File: config.mk
export PLATFORM = sky130hd
export DESIGN_NAME = aes_spi_if
export DESIGN_NICKNAME = d
export VERILOG_FILES = /design/src/rtl/aes_spi_if.sv
export SDC_FILE = /design/constraint.sdc
export NUM_CORES = 1
export LEC_CHECK = 0
export BUFFER_PORTS_ARGS = -buffer_cell sky130_fd_sc_hd__buf_2
export CAP_MARGIN = 20
export CORE_MARGIN = 2
export CORE_UTILIZATION = 55
export CTS_CLUSTER_DIAMETER = 150
export DETAILED_ROUTE_END_ITERATION = 16
export GPL_ROUTABILITY_DRIVEN = 0
export PLACE_DENSITY = 0.87
export SYNTH_ARGS = -nofsm -noshare
export SYNTH_HDL_FRONTEND = slang
export SYNTH_SLANG_ARGS = --single-unit
File: constraint.sdc
create_clock -name clk -period 3.23 [get_ports clk]
set_input_delay 0.323 -clock clk [delete_from_list [all_inputs] [get_ports clk]]
set_output_delay 0.323 -clock clk [all_outputs]
set_load 0.1 [all_outputs]
File: src/rtl/aes_spi_if.sv
// SPI slave front-end for a 128-bit block cipher core.
// The MCU shifts in 256 bits (key then plaintext) in SPI mode 0. A well-framed
// transfer pulses load to the core; the core result is captured on done and is
// shifted out on sdo during the next transfer (full duplex).
// Optional build macro: AES_SPI_IF_TIMEOUT_EN adds a 200-cycle watchdog on the
// wait-for-done state.
module aes_spi_if (
  input  logic         clk,
  input  logic         rst,
  input  logic         sck,
  input  logic         cs_n,
  input  logic         sdi,
  output logic         sdo,
  output logic [127:0] key,
  output logic [127:0] plaintext,
  output logic         load,
  input  logic         done,
  input  logic [127:0] cyphertext,
  output logic         ready,
  output logic         err
);

  typedef enum logic [2:0] {StIdle, StShift, StLoad, StWait, StReady} state_e;

  state_e       state_q, state_d;
  // Synchronizer chains: [0] first flop, [1] second flop, [2] previous value for edge detect.
  logic [2:0]   sck_sync_q, sck_sync_d;
  logic [2:0]   cs_sync_q, cs_sync_d;
  logic [1:0]   sdi_sync_q, sdi_sync_d;
  logic [8:0]   cnt_q, cnt_d;
  logic [255:0] in_q, in_d;
  logic [127:0] out_q, out_d;
  logic [127:0] key_q, key_d;
  logic [127:0] pt_q, pt_d;
  logic         sdo_q, sdo_d;
  logic         load_q, load_d;
  logic         ready_q, ready_d;
  logic         err_q, err_d;
`ifdef AES_SPI_IF_TIMEOUT_EN
  logic [7:0]   wd_q, wd_d;
`endif

  logic sck_rise, sck_fall, cs_fall, cs_rise, sdi_s;

  assign sck_rise = sck_sync_q[1] & ~sck_sync_q[2];
  assign sck_fall = ~sck_sync_q[1] & sck_sync_q[2];
  assign cs_fall  = ~cs_sync_q[1] & cs_sync_q[2];
  assign cs_rise  = cs_sync_q[1] & ~cs_sync_q[2];
  assign sdi_s    = sdi_sync_q[1];

  // Next-state: synchronizers, transfer FSM, shift registers and registered outputs.
  always_comb begin
    sck_sync_d = {sck_sync_q[1:0], sck};
    cs_sync_d  = {cs_sync_q[1:0], cs_n};
    sdi_sync_d = {sdi_sync_q[0], sdi};
    state_d    = state_q;
    cnt_d      = cnt_q;
    in_d       = in_q;
    out_d      = out_q;
    key_d      = key_q;
    pt_d       = pt_q;
    sdo_d      = sdo_q;
    ready_d    = ready_q;
    err_d      = err_q;
`ifdef AES_SPI_IF_TIMEOUT_EN
    wd_d       = wd_q;
`endif

    unique case (state_q)
      StIdle, StReady: begin
        if (cs_fall) begin
          state_d = StShift;
          cnt_d   = '0;
          ready_d = 1'b0;
          // Mode 0: first output bit must be on sdo before the first sck rise.
          sdo_d   = out_q[127];
          out_d   = {out_q[126:0], 1'b0};
        end
      end
      StShift: begin
        if (cs_rise) begin
          if (cnt_q == 9'd256) begin
            state_d = StLoad;
            key_d   = in_q[255:128];
            pt_d    = in_q[127:0];
            err_d   = 1'b0;
          end else begin
            state_d = StIdle;
            err_d   = 1'b1;
          end
        end else begin
          if (sck_rise) begin
            in_d = {in_q[254:0], sdi_s};
            if (cnt_q != 9'h1ff) cnt_d = cnt_q + 9'd1;
          end
          if (sck_fall) begin
            sdo_d = out_q[127];
            out_d = {out_q[126:0], 1'b0};
          end
        end
      end
      StLoad: begin
        state_d = StWait;
        if (cs_fall) err_d = 1'b1;
`ifdef AES_SPI_IF_TIMEOUT_EN
        wd_d = '0;
`endif
      end
      StWait: begin
        if (cs_fall) err_d = 1'b1;
        if (done) begin
          out_d   = cyphertext;
          state_d = StReady;
          ready_d = 1'b1;
        end
`ifdef AES_SPI_IF_TIMEOUT_EN
        else if (wd_q == 8'd199) begin
          state_d = StIdle;
          err_d   = 1'b1;
          ready_d = 1'b0;
        end else begin
          wd_d = wd_q + 8'd1;
        end
`endif
      end
      default: state_d = StIdle;
    endcase

    load_d = (state_d == StLoad);
  end

  // State and output registers with asynchronous active-low reset.
  always_ff @(posedge clk or negedge rst) begin
    if (!rst) begin
      state_q    <= StIdle;
      sck_sync_q <= '0;
      cs_sync_q  <= '0;
      sdi_sync_q <= '0;
      cnt_q      <= '0;
      in_q       <= '0;
      out_q      <= '0;
      key_q      <= '0;
      pt_q       <= '0;
      sdo_q      <= 1'b0;
      load_q     <= 1'b0;
      ready_q    <= 1'b0;
      err_q      <= 1'b0;
`ifdef AES_SPI_IF_TIMEOUT_EN
      wd_q       <= '0;
`endif
    end else begin
      state_q    <= state_d;
      sck_sync_q <= sck_sync_d;
      cs_sync_q  <= cs_sync_d;
      sdi_sync_q <= sdi_sync_d;
      cnt_q      <= cnt_d;
      in_q       <= in_d;
      out_q      <= out_d;
      key_q      <= key_d;
      pt_q       <= pt_d;
      sdo_q      <= sdo_d;
      load_q     <= load_d;
      ready_q    <= ready_d;
      err_q      <= err_d;
`ifdef AES_SPI_IF_TIMEOUT_EN
      wd_q       <= wd_d;
`endif
    end
  end

  assign sdo       = sdo_q;
  assign key       = key_q;
  assign plaintext = pt_q;
  assign load      = load_q;
  assign ready     = ready_q;
  assign err       = err_q;

endmodule

* Word level (Yosys, flattened, before mapping)
Cells that the tools add are included.
W data, S select, Z words.
** Word-level totals
- Register bits after elaboration :: 664
- Latch bits :: 0
- Memory bits (writable) :: 0
- ROM bits :: 0
- Input port bits :: 134
- Output and inout bits :: 260
- Logic and storage cells :: 78
- Memories :: 0
** Operators by class
- Add/subtract/negate cells :: 1
- Multiply operators :: 0
- Div/mod/pow operators :: 0
- $lt $le $gt $ge :: 0
- Equality and inequality tests :: 15
- Shifts and indexed selects :: 0
- Muxes and demuxes :: 26
- Bitwise gates (word level) :: 9
- Reductions and logical operators :: 14
** Operator list (number)
- $mux W128 :: 4
- $pmux W128 S3 :: 1
- $mux W9 :: 4
- $pmux W9 S2 :: 1
- $ne A2 B2 Y1 const B :: 7
- $pmux W3 S4 :: 1
- $reduce_and A3 Y1 :: 4
- $reduce_and A5 Y1 :: 2
- $add A9 B1 Y9 const B :: 1
- $eq A3 B2 Y1 const B :: 3
- $eq A9 B9 Y1 const B :: 1
- $mux W3 :: 3
- $ne A9 B9 Y1 const B :: 1
- $mux W1 :: 8
- $pmux W1 S2 :: 3
- $reduce_bool A2 Y1 :: 3
- $not A1 Y1 :: 5
- $and A1 B1 Y1 :: 4
- $reduce_and A4 Y1 :: 1
- $reduce_or A2 Y1 :: 2
- $eq A3 B1 Y1 const B :: 1
- $eq A3 B3 Y1 const B :: 1
- $logic_not A3 Y1 :: 1
- $reduce_bool A3 Y1 :: 1
- 2 further kinds :: 2

* Depth between registers and ports, before layout
Gate-level depths: netlist (run 1).
- Word-level depth :: 5
- Gate-level depth with buffers :: 9
- Gate-level depth less buffers :: 8

* Worst setup path after synthesis (run 1)
OpenSTA, ideal clock, no wires.
- Kind :: reg-to-reg
- From :: register cnt_q[0]
- To :: register cnt_q[6]
- Library setup time :: 0.077 ns
- Data arrival time :: 2.210 ns
- Required time :: 3.153 ns
- Slack :: 0.943 ns
- Cell stages (with the launch flop) :: 9
- Buffers on the path :: 0
- Clock period less this slack :: 2.287 ns
- Cell sequence :: dfrtp_1 > ha_1 > nand3_1 > nor2_1 > ha_1 > or4b_1 > a21o_1 > or4_1 > a21oi_1
** On the way
- Word-level cells in the longest chain between the ends :: 5
- Elaborated cells between the ends (all ways) :: 8
- Those cells by class :: 1 x add/sub; 2 x eq/ne; 4 x mux; 1 x reduce/logical
** RTL lines
- start: declaration :: RTL line 30 : logic [8:0] cnt_q, cnt_d;
- start signal: assignment :: RTL line 156 : cnt_q <= cnt_d;
- $add A9 B1 Y9 :: RTL line 94 : if (cnt_q != 9'h1ff) cnt_d = cnt_q + 9'd1;
- $mux W9 :: RTL line 94
- $mux W9 :: RTL line 92 : if (sck_rise) begin
- $mux W9 :: RTL line 81 : if (cs_rise) begin
- $pmux W9 S2 :: RTL line 69 : unique case (state_q)
Parallel ways exist; a longest one is shown, timed or not. The select of a mux whose other input is x is not followed.
A chain may end at the register's enable or synchronous reset.

* Worst setup path in the final report (run 1)
Same ends and word-level chain as after synthesis.

==> results.txt, run 1 <==
DPL Wire Length: 36020 um
Post-DR vias/cell: 5.407
Final min period: 2.618 ns
Endpoints failing hold: 0
Top_reg_cell synth: dfrtp_1
Clk buf depth: 3
Worst clock skew: 0.02213 ns
Status: complete, no violations
CTS H-tree lvls: 3
Tcrit/Tclk final: 0.8104
Nets@finish: 2166
Synth area leaders: dfrtp_1 63%, mux2_2 32%, mux2_1 1.1%
Initial core utilization: 0.5546
Syn. warnings: 0
Worst-path clk slew: 0.06 ns
Internal power: 15450 uW
Row Count: 80
Overflow after GRT: 0
Unrepaired setup endpoints after global routing: no
Clock network power share: 0.402
Startpoint types: register
Fraction of the yosys area taken by sequential cells: 0.6301
Most frequent cells in the layout: 743 x mux2_2, 664 x dfrtp_1, 392 x buf_2
Drt total wl: 53600 um
Initial antenna violation count: 3
Slew Viols, Final: 0
CP max stage cell: or4_1
Placed insts: 2569
Slew headroom: 0.5294
Vias in the first global route: 15.95k
Register area: 16620 um2
Crit end category: register
Vert. Die Dim: 223.0 um
CTS resizes: 0
Mapped Area: 26370 um2
Post-synth cell types: 43
Residual DRC: 0
Critical path's largest stage delay: 0.54 ns
Area Growth Syn to Fin: 19.82%
Die ar.: 49710 um2
Crit path required time: 3.74 ns
Most common cell after layout, fill and taps aside: mux2_2
Largest area contributor in the netlist: dfrtp_1
Crit Path Class: reg -> reg
Vias: 14.59k
Async SR Flop Fraction: 1.000
Area post-placement: 29240 um2
Max Fanout on Critical Path: 13
Starting DRC count in detailed routing: 726
DIE WIDTH: 223.0 um
Largest net degree at the start of global routing: 110
Sequential Power Share: 0.481
Syn avg cell area: 16.43 um2
Syn_nets: 1742
Final setup viols: 0
Power density cells: 632.3 nW/um2
Top Ports: 394
Multi-input gate area: 9199 um2
Post-synth EDFFs: 0
Crit path cell chain: ha_1, nand3_1, nor2_1, ha_1, or4b_1, a21o_1, or4_1, a21oi_1
Worst min-delay path category: in -> reg
Core Region: 47550 um2
Worst EP arrival: 3.12 ns
Drt pass-1 iters: 4
Layout cells sized above 1: 0.6213
Actual slew at the worst max-slew pin: 0.7059 ns
Global Route Usage Sum: 0.2180
WL/cell: 19.87 um
Post-route cell area: 31600 um2
Post-synthesis register bit count: 664
Cells after Synth: 1605
Synth top area share: 0.6301
Number of port buffers: 393
R2R Path Start: cnt_q[0]
Max-cap violation count: 0
CTS tree: built
NetSw: 4531 uW
Clk sinks: 664
HP Start: done
Worst VDD drop: 462.9 uV
Lkg Pwr: 0.01664 uW
Cts bufs inserted: 69
DRT antenna net count: 0
Beginning of the critical path: cnt_q[0]
Skew-Pair Late Insertion Delay: 0.59 ns
Total negative slack: 0 ns
Achievable Freq: 0.3820 GHz
Non-Filler Instances: 2698
Most used cell, CP: ha_1
First-pass GRT wire length: 86530 um
Fill count: 3145
Sw frac: 0.2268
Root buf cell: clkbuf_16
Gate power share: 0.117
worst paths after layout:
path / endpoint / slack, ns / cells after the start
hold / removal: state_q[1] / 0.06 / 4
min in group asynchronous: key[56] / 0.32 / 2
setup reg to reg: cnt_q[6] / 0.61 / 8
max in group asynchronous: in_q[160] / 1.84 / 4
hold reg to reg: cs_sync_q[1] / 0.35 / 0
setup / recovery: cnt_q[6] / 0.61 / 8
timing repair:
item | in CTS | in global routing
endpoints found under the hold margin | 73 | 0
setup buffers | 0 | 0
endpoints found under the setup margin | 0 | 0
hold buffers | 4 | 0
registers in the layout, indices dropped and copies added (netlist names):
name	count
cnt_q	9
cs_sync_q	3
err	1
in_q	256
key	128
load	1
out_q	128
plaintext	128
ready	1
sck_sync_q	3
sdi_sync_q	2
sdo	1
state_q	3
metrics by stage:
stage | hold WS (ns) | setup slack [ns] | utilization | power, uW
detailed placement | 0.3363 | 0.6399 | 0.6149 | 12110
global placement | 0.3385 | 0.6958 | 0.6149 | 11910
finish | 0.06263 | 0.6125 | 0.6646 | 19980
global route | 0.06351 | 0.4330 | 0.6646 | 20840
floorplan | 0.02741 | 0.9428 | - | 11400
CTS | 0.02428 | 0.6238 | 0.6644 | 20200
power by group through the flow:
stage,combinational [uW],clock [uW],sequential [uW]
final,2330,8030,9620
after global routing,2570,8560,9710
after CTS,2370,8210,9620
after detailed placement,2340,0,9760
after global placement,2230,0,9680
after floorplan,1770,0,9630
cells in the mapped netlist (all sizes together) (2+ instances only):
library cell / number
dfrtp: 664
nand4: 2
buf: 85
mux2i: 2
nand2: 13
a21oi: 7
nor2: 5
and2: 3
nor2b: 2
inv: 6
nand2b: 2
o31ai: 4
and3: 2
ha: 3
or3b: 2
nand3: 6
o21ai: 10
or4: 2
o211ai: 2
mux2: 768
critical path: cells and delay by family, from the launching register on:
kind | cells | cell delay (ns)
adders and majority gates | 2 | 0.45
and+or+nand+nor | 4 | 1.22
DFF | 1 | 0.40
AOI/OAI and AO/OA | 2 | 0.46
layer usage:
layer / routed length (um) / vias up / GRT usage
met3: 3583 / 101 / 0.06006
met4: 1493 / 2 / 0.07859
met5: 11 / - / 0
li1: - / 6608 / -
met2: 26540 / 374 / 0.3626
met1: 21980 / 7504 / 0.2755
layout make-up:
type / instances / area share
clock buffer: 99 / 0.06368
sequential: 664 / 0.5259
timing repair buffer: 439 / 0.08450
tap: 615 / 0.02435
antenna: 2 / 0.0001584
multi-input combinational: 849 / 0.2911
clock inverter: 24 / 0.009583
inverter: 6 / 0.0007128
cells by family (layout without fill, tap and decap cells):
family | count (synthesis) | after routing | share of synthesized area
AOI/OAI and AO/OA | 27 | 27 | 0.006596
adders and majority gates | 3 | 3 | 0.001424
buffers and inverters | 92 | 568 | 0.02202
DFF | 664 | 664 | 0.6301
muxes | 770 | 770 | 0.3287
other | 0 | 2 | 0
and+or+nand+nor | 49 | 49 | 0.01110
No activity file was read; power rests on OpenSTA's default activity.
==> inputs of run 2 (changes only) <==
CORE_UTILIZATION = 51   (was 55)
PLACE_DENSITY = 0.85   (was 0.87)
clock period = 2.15 ns   (was 3.23 ns; I/O delays follow)
==> run 2 against run 1 <==
  * The run now ends with negative setup slack left
  * Largest cell class unchanged
  * Wire length up 15%
  * Maximum frequency increased by 12%
  * Final cell count increased by 9.2%
  * Global-route usage grew 0.42 points
  * Clock power is 54% higher
  * Count of clock-buffer cells in the layout decreased by 7
  * Combinational power is 80% higher
  * Via count is 6.5% higher
  * First-iteration DRC count grew 17%
  * Sequential cell count unchanged
  * Setup slack got worse by 0.81 ns
  * Clock skew grew 0.0023 ns
==> results.txt, run 2 (same netlist as run 1, synthesis figures left out) <==
Status: finished, violations left
Failing checks: negative setup slack
Critical path's largest stage delay: 0.49 ns
Endpoints failing hold: 0
First-pass GRT wire length: 93840 um
Area Growth Syn to Fin: 29.21%
Drt total wl: 61830 um
Post-DR vias/cell: 5.276
Worst min-delay path category: in -> reg
Non-Filler Instances: 2946
Skew-Pair Late Insertion Delay: 0.60 ns
Global Route Usage Sum: 0.2222
Drt pass-1 iters: 4
Max Fanout on Critical Path: 7
CTS H-tree lvls: 3
Vert. Die Dim: 231.4 um
DPL Wire Length: 37090 um
DRT antenna net count: 0
Clk buf depth: 3
Crit Path Class: reg -> reg
Die ar.: 53540 um2
Multi-input gate area: 9298 um2
Actual slew at the worst max-slew pin: 0.5827 ns
CP max stage cell: or4_1
Vias in the first global route: 17.00k
Overflow after GRT: 0
Worst-path clk slew: 0.06 ns
Pre-CTS setup slack: -0.1318 ns
Cts bufs inserted: 68
Residual DRC: 0
Initial core utilization: 0.5150
Most common cell after layout, fill and taps aside: mux2_2
Worst Hold Slack: 0.05844 ns
Most used cell, CP: ha_2
Startpoint types: register
Achievable Freq: 0.4269 GHz
Final setup viols: 9
Lkg Pwr: 0.01769 uW
Tcrit/Tclk final: 1.090
Initial antenna violation count: 5
Vias: 15.54k
Nets@finish: 2349
Largest net degree at the start of global routing: 65
Starting DRC count in detailed routing: 848
Crit path cell chain: ha_2, nand3_2, nor2_2, ha_2, or4b_4, a21o_4, or4_1, a21oi_2
Worst EP arrival: 2.84 ns
Post-route cell area: 34070 um2
Root buf cell: clkbuf_16
Clk sinks: 664
Row Count: 83
Max-cap violation count: 0
Crit end category: register
Top Ports: 394
Worst clock skew: 0.02444 ns
Worst VDD drop: 689.7 uV
Placed insts: 2660
DIE WIDTH: 231.4 um
Number of port buffers: 393
Power density cells: 912.8 nW/um2
Area post-placement: 29630 um2
Max reg flops: 256
Fill count: 3244
Most frequent cells in the layout: 739 x mux2_2, 664 x dfrtp_1, 392 x buf_2
PnR worst setup slack: -0.1927 ns
Crit path required time: 2.65 ns
Unrepaired setup endpoints after global routing: yes
Slew headroom: 0.6142
Final min period: 2.343 ns
CTS tree: built
Slew Viols, Final: 0
Total power: 31100 uW
WL/cell: 20.99 um
Register area: 16620 um2
Top reg by flops: in_q
Core Region: 51200 um2
Layout cells sized above 1: 0.6067
## run 2: cell types whose count changed in the layout (fill, tap and decap cells not counted), moves of 4 or more
cell,delta
buf_6,+6
dlygate4sd3_1,+124
buf_4,+24
clkbuf_8,-4
bufinv_16,+4
clkinv_2,-6
buf_16,+13
mux2_4,+5
clkbuf_16,+9
mux2_2,-4
buf_12,+4
clkinvlp_4,+4
## run 2: layout make-up
class / instances / share of cell area
flip-flops and latches: 664 / 0.4877
repair buffers: 623 / 0.1444
well taps: 680 / 0.02497
clock inverters: 29 / 0.01329
diodes: 3 / 0.0002203
multi-input cells: 849 / 0.2729
clock buffers: 92 / 0.05585
inverters: 6 / 0.0007344
## run 2: timing repair
action	in CTS	in global routing
setup endpoints to repair	69	498
endpoints found under the hold margin	391	0
gates resized for setup	22	24
setup buffers	9	7
cloned	6	13
pin swaps	5	8
hold buffers	128	0
## run 2: power by group
| part | leakage [uW] | internal (uW) | switching, uW |
|---|---|---|---|
| registers | 0.00897 | 13800 | 730 |
| clock network | 0.00114 | 7470 | 4950 |
| logic | 0.00758 | 2550 | 1630 |
| total | 0.0177 | 23800 | 7310 |
## run 2: stage by stage
step,setup TNS (ns),utilization
after floorplan,0,-
after global placement,-0.2096,0.5787
after detailed placement,-0.7358,0.5787
after CTS,-1.473,0.6558
after global routing,-5.213,0.6655
final,-0.9083,0.6655
## run 2: worst max-delay path: cells and delay by family (launching register included)
kind / cells / cell delay (ns)
AOI/OAI and AO/OA: 2 / 0.42
adders and majority gates: 2 / 0.37
DFF: 1 / 0.40
and+or+nand+nor: 4 / 1.08
## run 2: path summary, 6_finish.rpt
| check | cells past startpoint | end | slack [ns] | start |
|---|---|---|---|---|
| max in group asynchronous | 4 | plaintext[62] | 1.13 | rst |
| max reg2reg | 8 | cnt_q[7] | -0.19 | cnt_q[0] |
| min | 3 | out_q[43] | 0.06 | cyphertext[43] |
| max | 8 | cnt_q[7] | -0.19 | cnt_q[0] |
| min in group asynchronous | 2 | out_q[36] | 0.13 | rst |
| min reg2reg | 0 | sck_sync_q[1] | 0.35 | sck_sync_q[0] |
## run 2: metal layers
layer | GRT usage | vias to the layer above | wire length, um
li1 | - | 6972 | -
met1 | 0.2741 | 8016 | 24750
met2 | 0.3738 | 429 | 31200
met3 | 0.06053 | 121 | 4045
met4 | 0.08508 | 4 | 1817
met5 | 0 | - | 19
